<file path="src/rtl/hazard_ctrl_sb_pkg.sv">
// Shared opcode constants and register-use decode for the hazard controller.
package hazard_ctrl_sb_pkg;

  localparam logic [6:0] OPCODE_OP     = 7'b0110011;
  localparam logic [6:0] OPCODE_OP_IMM = 7'b0010011;
  localparam logic [6:0] OPCODE_LOAD   = 7'b0000011;
  localparam logic [6:0] OPCODE_STORE  = 7'b0100011;
  localparam logic [6:0] OPCODE_BRANCH = 7'b1100011;
  localparam logic [6:0] OPCODE_JAL    = 7'b1101111;
  localparam logic [6:0] OPCODE_JALR   = 7'b1100111;
  localparam logic [6:0] OPCODE_LUI    = 7'b0110111;
  localparam logic [6:0] OPCODE_AUIPC  = 7'b0010111;
  localparam logic [6:0] FUNCT7_MULDIV = 7'b0000001;

  function automatic logic uses_rs1(input logic [6:0] op);
    return op == OPCODE_OP || op == OPCODE_OP_IMM ||
           op == OPCODE_LOAD || op == OPCODE_STORE ||
           op == OPCODE_BRANCH || op == OPCODE_JALR;
  endfunction

  function automatic logic uses_rs2(input logic [6:0] op);
    return op == OPCODE_OP || op == OPCODE_STORE ||
           op == OPCODE_BRANCH;
  endfunction

  function automatic logic writes_rd(input logic [6:0] op);
    return op == OPCODE_OP || op == OPCODE_OP_IMM ||
           op == OPCODE_LOAD || op == OPCODE_JAL ||
           op == OPCODE_JALR || op == OPCODE_LUI ||
           op == OPCODE_AUIPC;
  endfunction

endpackage

</file>
<file path="src/rtl/hazard_ctrl_sb_scoreboard.sv">
// Per-register pending state: load countdowns and long-op busy bits.
// x0 is never marked, so lookups of x0 always report not pending.
module hazard_scoreboard #(
  parameter int RA_W     = 5,
  parameter int NREG     = 32,
  parameter int LOAD_LAT = 1
) (
  input  logic            clk,
  input  logic            rst,
  input  logic            hold,
  input  logic            set_cnt,
  input  logic            set_lb,
  input  logic [RA_W-1:0] set_rd,
  input  logic            clr_lb,
  input  logic [RA_W-1:0] clr_rd,
  input  logic [RA_W-1:0] ra1,
  input  logic [RA_W-1:0] ra2,
  input  logic [RA_W-1:0] ra3,
  output logic            pend1,
  output logic            pend2,
  output logic            pend3,
  output logic            lb_clr
);

  logic [2:0]      cnt [NREG];
  logic [NREG-1:0] lb;

  always_ff @(posedge clk) begin
    if (rst) begin
      for (int r = 0; r < NREG; r++) cnt[r] <= 3'd0;
      lb <= '0;
    end else begin
      for (int r = 1; r < NREG; r++) begin
        if (set_cnt && set_rd == RA_W'(r))
          cnt[r] <= 3'(LOAD_LAT);
        else if (!hold && cnt[r] != 3'd0)
          cnt[r] <= cnt[r] - 3'd1;
        // a new long op on the same register outlives the completing one
        if (set_lb && set_rd == RA_W'(r))
          lb[r] <= 1'b1;
        else if (clr_lb && clr_rd == RA_W'(r))
          lb[r] <= 1'b0;
      end
    end
  end

  function automatic logic pend(input logic [RA_W-1:0] a);
    return a != '0 && (cnt[a] != 3'd0 || lb[a]);
  endfunction

  always_comb begin
    pend1  = pend(ra1);
    pend2  = pend(ra2);
    pend3  = pend(ra3);
    lb_clr = lb[clr_rd];
  end

endmodule

</file>
<file path="src/rtl/hazard_ctrl_sb.sv">
// Hazard controller: stall/kill/freeze priority, long-op
// occupancy and stall counter around the register scoreboard.
module hazard_ctrl_sb
  import hazard_ctrl_sb_pkg::*;
#(
  parameter int RA_W     = 5,
  parameter int NREG     = 32,
  parameter int LOAD_LAT = 1,
  parameter int MAX_LONG = 1,
  parameter int M_EXT    = 1,
  parameter int CNT_W    = 32
) (
  input  logic             clk,
  input  logic             rst,
  input  logic             id_valid,
  input  logic [6:0]       id_opcode,
  input  logic [6:0]       id_funct7,
  input  logic [RA_W-1:0]  id_rs1,
  input  logic [RA_W-1:0]  id_rs2,
  input  logic [RA_W-1:0]  id_rd,
  input  logic             ex_redirect,
  input  logic             mem_req_pending,
  input  logic             mem_ready,
  input  logic             lo_done,
  input  logic [RA_W-1:0]  lo_rd,
  output logic             pc_write,
  output logic             ifid_write,
  output logic             idex_bubble,
  output logic             if_kill,
  output logic             dec_kill,
  output logic             freeze,
  output logic [CNT_W-1:0] stall_count
);

  localparam int LO_W = $clog2(MAX_LONG + 1);

  logic [LO_W-1:0] lo_cnt;
  logic p1, p2, p3, lb_hit;
  logic frz, stall, issue, is_long, is_load;
  logic set_cnt, set_lb, lo_dec;

  assign frz     = mem_req_pending & ~mem_ready;
  assign is_load = id_opcode == OPCODE_LOAD;
  assign is_long = (M_EXT != 0) && id_opcode == OPCODE_OP &&
                   id_funct7 == FUNCT7_MULDIV;

  assign stall = id_valid & (
    (uses_rs1(id_opcode) & p1) |
    (uses_rs2(id_opcode) & p2) |
    (writes_rd(id_opcode) & p3) |
    (is_long & (lo_cnt == LO_W'(MAX_LONG))));

  assign issue   = id_valid & ~stall & ~frz & ~ex_redirect;
  assign set_cnt = issue & is_load & (id_rd != '0);
  // long ops to x0 are never tracked, so they never occupy a slot
  assign set_lb  = issue & is_long & (id_rd != '0);
  assign lo_dec  = lo_done & lb_hit;

  hazard_scoreboard #(
    .RA_W     (RA_W),
    .NREG     (NREG),
    .LOAD_LAT (LOAD_LAT)
  ) u_sb (
    .clk     (clk),
    .rst     (rst),
    .hold    (frz),
    .set_cnt (set_cnt),
    .set_lb  (set_lb),
    .set_rd  (id_rd),
    .clr_lb  (lo_done),
    .clr_rd  (lo_rd),
    .ra1     (id_rs1),
    .ra2     (id_rs2),
    .ra3     (id_rd),
    .pend1   (p1),
    .pend2   (p2),
    .pend3   (p3),
    .lb_clr  (lb_hit)
  );

  always_ff @(posedge clk) begin
    if (rst) begin
      lo_cnt <= '0;
    end else begin
      case ({set_lb, lo_dec})
        2'b10:   lo_cnt <= lo_cnt + LO_W'(1);
        2'b01:   lo_cnt <= lo_cnt - LO_W'(1);
        default: lo_cnt <= lo_cnt;
      endcase
    end
  end

  always_ff @(posedge clk) begin
    if (rst)
      stall_count <= '0;
    else if (frz | (stall & ~ex_redirect))
      stall_count <= stall_count + CNT_W'(1);
  end

  always_comb begin
    pc_write    = 1'b1;
    ifid_write  = 1'b1;
    idex_bubble = 1'b0;
    if_kill     = 1'b0;
    dec_kill    = 1'b0;
    freeze      = 1'b0;
    priority case (1'b1)
      rst: begin
        pc_write    = 1'b0;
        ifid_write  = 1'b0;
        idex_bubble = 1'b1;
        if_kill     = 1'b1;
        dec_kill    = 1'b1;
      end
      frz: begin
        pc_write   = 1'b0;
        ifid_write = 1'b0;
        freeze     = 1'b1;
      end
      ex_redirect: begin
        idex_bubble = 1'b1;
        if_kill     = 1'b1;
        dec_kill    = 1'b1;
      end
      stall: begin
        pc_write    = 1'b0;
        ifid_write  = 1'b0;
        idex_bubble = 1'b1;
      end
      default: ;
    endcase
  end

endmodule

</file>
<file path="config.mk">
export PLATFORM = sky130hd
export DESIGN_NAME = hazard_ctrl_sb
export DESIGN_NICKNAME = d
export VERILOG_FILES = /design/src/rtl/hazard_ctrl_sb_pkg.sv /design/src/rtl/hazard_ctrl_sb_scoreboard.sv /design/src/rtl/hazard_ctrl_sb.sv
export SDC_FILE = /design/constraint.sdc
export NUM_CORES = 1
export LEC_CHECK = 0
export ABC_AREA = 1
export CAP_MARGIN = 20
export CORE_ASPECT_RATIO = 1.75
export CORE_MARGIN = 1
export CORE_UTILIZATION = 60
export DETAILED_ROUTE_END_ITERATION = 8
export PLACE_DENSITY = 0.89
export SYNTH_ARGS = -nofsm -noshare
export SYNTH_HDL_FRONTEND = slang
export SYNTH_SLANG_ARGS = --single-unit
</file>
<file path="constraint.sdc">
create_clock -name clk -period 2.92 [get_ports clk]
set_input_delay 0.438 -clock clk [delete_from_list [all_inputs] [get_ports clk]]
set_output_delay 0.438 -clock clk [all_outputs]
set_load 0.01 [all_outputs]
</file>
==> flow_summary.yaml <==
final_layout:
  drive_gt1_share_pct: 18.18
  n_antenna_cell: 0
  nets: 2038
  multi_input_area_um2: 6422
  fill_cells: 1296
  finish.instance_area_um2: 14810
  regArea_um2: 4074
  area_growth_syn_to_layout_pct: 30.27
  final_core_util_pct: 79.70
outcome:
  outcome: "complete, but fails checks"
  violations: "DRC, setup timing"
timing:
  period_share_pct: 105.0
  max_freq_ghz: 0.3262
  setup_viol: 30
  finalHoldViolCount: 0
  grt_setup_unrepaired: "true"
  drv_slew: 0
  relSlewSlack_pct: 44.57
  skew_ns: 0.01091
  worst_pin_slew_ns: 0.8315
  post-route-min-period_ns: 3.065
  layout_setup_ws_ns: -0.1455
floorplan:
  die_w_um: 106.1
  die_y_um: 184.1
  core_um2: 18580
  dieArea_um2: 19520
  row_count: 66
  io_pins: 79
  start_util_pct: 61.19
setup_path:
  crit_start: "u_sb.cnt[25][0]$_SDFFCE_PP0P_"
  arrival_ns: 2.63
  slowest_stage: "edfxtp_1"
  path_buf_inv: 3
  crit_family: "simple AND/OR/NAND/NOR gates"
  cp_common_cell: "nand2_1"
  start_kind: "register"
  cp_max_fo: 2
  critPathRequiredTime_ns: 2.48
  end_kind: "primary output"
  path_cells: "buf_4, nor2_1, nand2_1, nand2_1, nand2_1, nor2_1, nand2_1, nand3_1, nand3_1, nand3_2, nand3_4, buf_6, nand3_4, nand2_4, nor2_4, buf_6"
  cpPeakStageDelay_ns: 0.41
  cp_num_cells: 16
  r2r_start: "u_sb.cnt[1][0]$_SDFFCE_PN0P_"
  critPathKind: "reg -> out"
  worstRegToRegCells: 18
  reg2reg_slack_ns: -0.06
flow_run:
  drv_cap: 0
hold_path:
  hold_depth: 2
  hold_class: "in -> reg"
  hold_path.startpoint: "rst"
logic_synthesis:
  synth.distinct_cells: 37
  avgSynthCellArea_um2: 6.807
  syn_nets: 1774
  synth_edf_count: 93
  ys.flop_type: "edfxtp_1"
  synth_top_area_share_pct: 24.57
  synth_area_um2: 11370
  ys_async_sr_fraction_pct: 0
  ys_seq_area_share_pct: 35.84
  synth_top_cell_by_area: "edfxtp_1"
  postSynthCellCount: 1670
  synthTopCellsByArea: "edfxtp_1 (25%), nand2_1 (14%), dfxtp_1 (11%)"
  yosys_register_bits: 157
  yosysWarnings: 0
pwr:
  p_clk_share_pct: 22.7
  power_switching_mw: 4.050
  switching_share_pct: 40.35
  p_int_mw: 5.986
  sequentialPowerShare_pct: 34.4
  ir_drop_mv: 0.6154
  power-per-cell-area_nw_per_um2: 677.7
  p_leak_nw: 6.599
  power_frac_comb_pct: 42.9
clock_tree:
  clk_latency_ns: 0.44
  hold_buffers: 0
  ctsRootBufferMaster: "clkbuf_16"
  cts_inserted_buffers: 17
  cts_max_path_buffers: 2
  cts.sinks: 157
  cts_max_level: 4
  cts_tree: "built"
  clkSlewWorstSetupHoldPaths_ns: 0.07
routing:
  drc: 2
  first_pass_iters: 9
  viasPerCell: 6.168
  drt_wl_total_um: 47990
  final_antenna_net_count: 0
  initialDrtViolationCount: 1738
  wl_per_cell_um: 21.96
  vias: 13480
global_route:
  grt_start_max_net_pins: 67
  grt_pass1_vias: 13000
  overflow: 0
  grt_util_all_layers_pct: 49.30
  grt_pass1_wl_um: 71230
  antenna_found_initial: 0
placed_design:
  routabilityCongestion: 1.103
  postPlaceCellArea_um2: 13690
  hpwl_um: 35170
  portBuffers: 78
routing by layer:
layer / share of wire (%) / GRT usage (%) / routed length, µm / up-vias
met5: 0 / 0 / 0 / -
met4: 13 / 51.33 / 6039 / 0
met3: 9.8 / 11.28 / 4692 / 380
met2: 47 / 83.35 / 22770 / 1051
met1: 30 / 47.56 / 14480 / 6024
li1: - / - / - / 6023
registers in the layout, indices dropped and copies added, names as in the netlist:
register     count
u_sb.cnt        93
stall_count     32
u_sb.lb         31
lo_cnt           1
synth_stat cells, types with 3 or more instances:
cell type    n
a21oi_1     95
a22oi_1      7
a31oi_1     14
buf_2       13
buf_4        6
buf_6        5
clkbuf_1    32
clkinv_1     5
dfxtp_1     64
edfxtp_1    93
ha_1        63
inv_1      203
inv_2        9
nand2_1    416
nand2_2      3
nand3_1    171
nand3_2     11
nand3b_1    16
nand4_1     27
nor2_1     249
nor2_2       4
nor2_4       4
nor3_1      43
nor4_1       7
o21ai_0     50
o21ai_1     13
o22ai_1      6
xnor2_1      8
xor2_1      22
final cells by class:
class | instances | area share (%)
sequential | 157 | 27.51
inverter | 218 | 5.610
tap | 238 | 2.011
clock inverter | 14 | 1.022
multi-input combinational | 1237 | 43.37
timing repair buffer | 303 | 17.58
clock buffer | 18 | 2.898
power groups by stage:
stage | clock (mW) | sequential, mW | combinational (mW)
after floorplan | 0 | 3.31 | 2.32
after global placement | 0 | 3.44 | 3.72
after detailed placement | 0 | 3.46 | 3.90
after CTS | 2.25 | 3.43 | 4.07
after global routing | 2.35 | 3.48 | 4.76
final | 2.28 | 3.45 | 4.30
worst reg2reg max path: stages (launching register included):
cell and delay, ns:
edfxtp_1 0.42, nor2_1 0.21, nand3_1 0.23, nand2_1 0.12, nand2_1 0.05, nand2_1 0.05, nand3_1 0.09, buf_4 0.15
buf_4 0.12, inv_1 0.04, nand2_1 0.05, nand3_1 0.09, nand3_2 0.10, nor2_4 0.18, nand2_2 0.11, inv_4 0.17
buf_4 0.18, nand3_2 0.15, nand3_1 0.20
cells by family (layout without fill, tap and decap cells):
group | after synthesis | count (layout) | share of synthesized area, %
xor gates and xnor gates | 30 | 30 | 2.311
buffers and inverters | 276 | 553 | 9.806
and+or+nand+nor | 955 | 955 | 36.32
AOI/OAI and AO/OA | 189 | 189 | 8.794
adders and majority gates | 63 | 63 | 6.934
DFF | 157 | 157 | 35.84
placed cells by master (no fill, tap or decap), types with 5 or more instances in the layout:
| master | instances |
|---|---|
| buf_12 | 6 |
| nand3b_1 | 16 |
| nor2_1 | 237 |
| nand4_1 | 27 |
| nor3_1 | 43 |
| nand3_1 | 156 |
| o21ai_1 | 13 |
| dfxtp_1 | 64 |
| clkbuf_16 | 18 |
| o22ai_1 | 6 |
| a21oi_1 | 92 |
| clkdlybuf4s50_1 | 66 |
| o21ai_0 | 47 |
| clkinv_1 | 5 |
| buf_4 | 209 |
| nand2_1 | 405 |
| inv_1 | 192 |
| inv_2 | 17 |
| ha_1 | 63 |
| nor2_2 | 11 |
| nor2_4 | 9 |
| nand3_2 | 23 |
| edfxtp_1 | 93 |
| nand2_2 | 9 |
| nor4_1 | 6 |
| a31oi_1 | 14 |
| a22oi_1 | 7 |
| buf_6 | 11 |
| inv_6 | 8 |
| xor2_1 | 22 |
| xnor2_1 | 8 |
final timing paths:
check                                       to
setup reg to reg  u_sb.cnt[5][0]$_SDFFCE_PN0P_
hold / removal    stall_count[10]$_SDFFE_PP0P_
hold reg to reg       u_sb.lb[12]$_SDFFE_PP0P_
setup / recovery                      pc_write
timing repair:
action / 4_1_cts / 5_1_grt
resized for setup: 93 / 24
gates cloned: 0 / 1
setup endpoints to repair: 231 / 136
buffers inserted: 15 / 12
pin swaps: 22 / 17
stage by stage:
step	std cells	TNS, ns	power [mW]	worst slack (ns)	hold slack [ns]
floorplan	1670	0	5.631	0.1789	0.4435
global placement	2124	-130.68	7.161	-0.9036	0.4549
detailed placement	2124	-143.53	7.360	-0.9434	0.4596
finish	2185	-0.9928	10.04	-0.1455	0.2977
CTS	2171	0	9.755	0.0002476	0.2808
global route	2185	-9.947	10.59	-0.2122	0.3007
(Power assumes the default switching activity.)
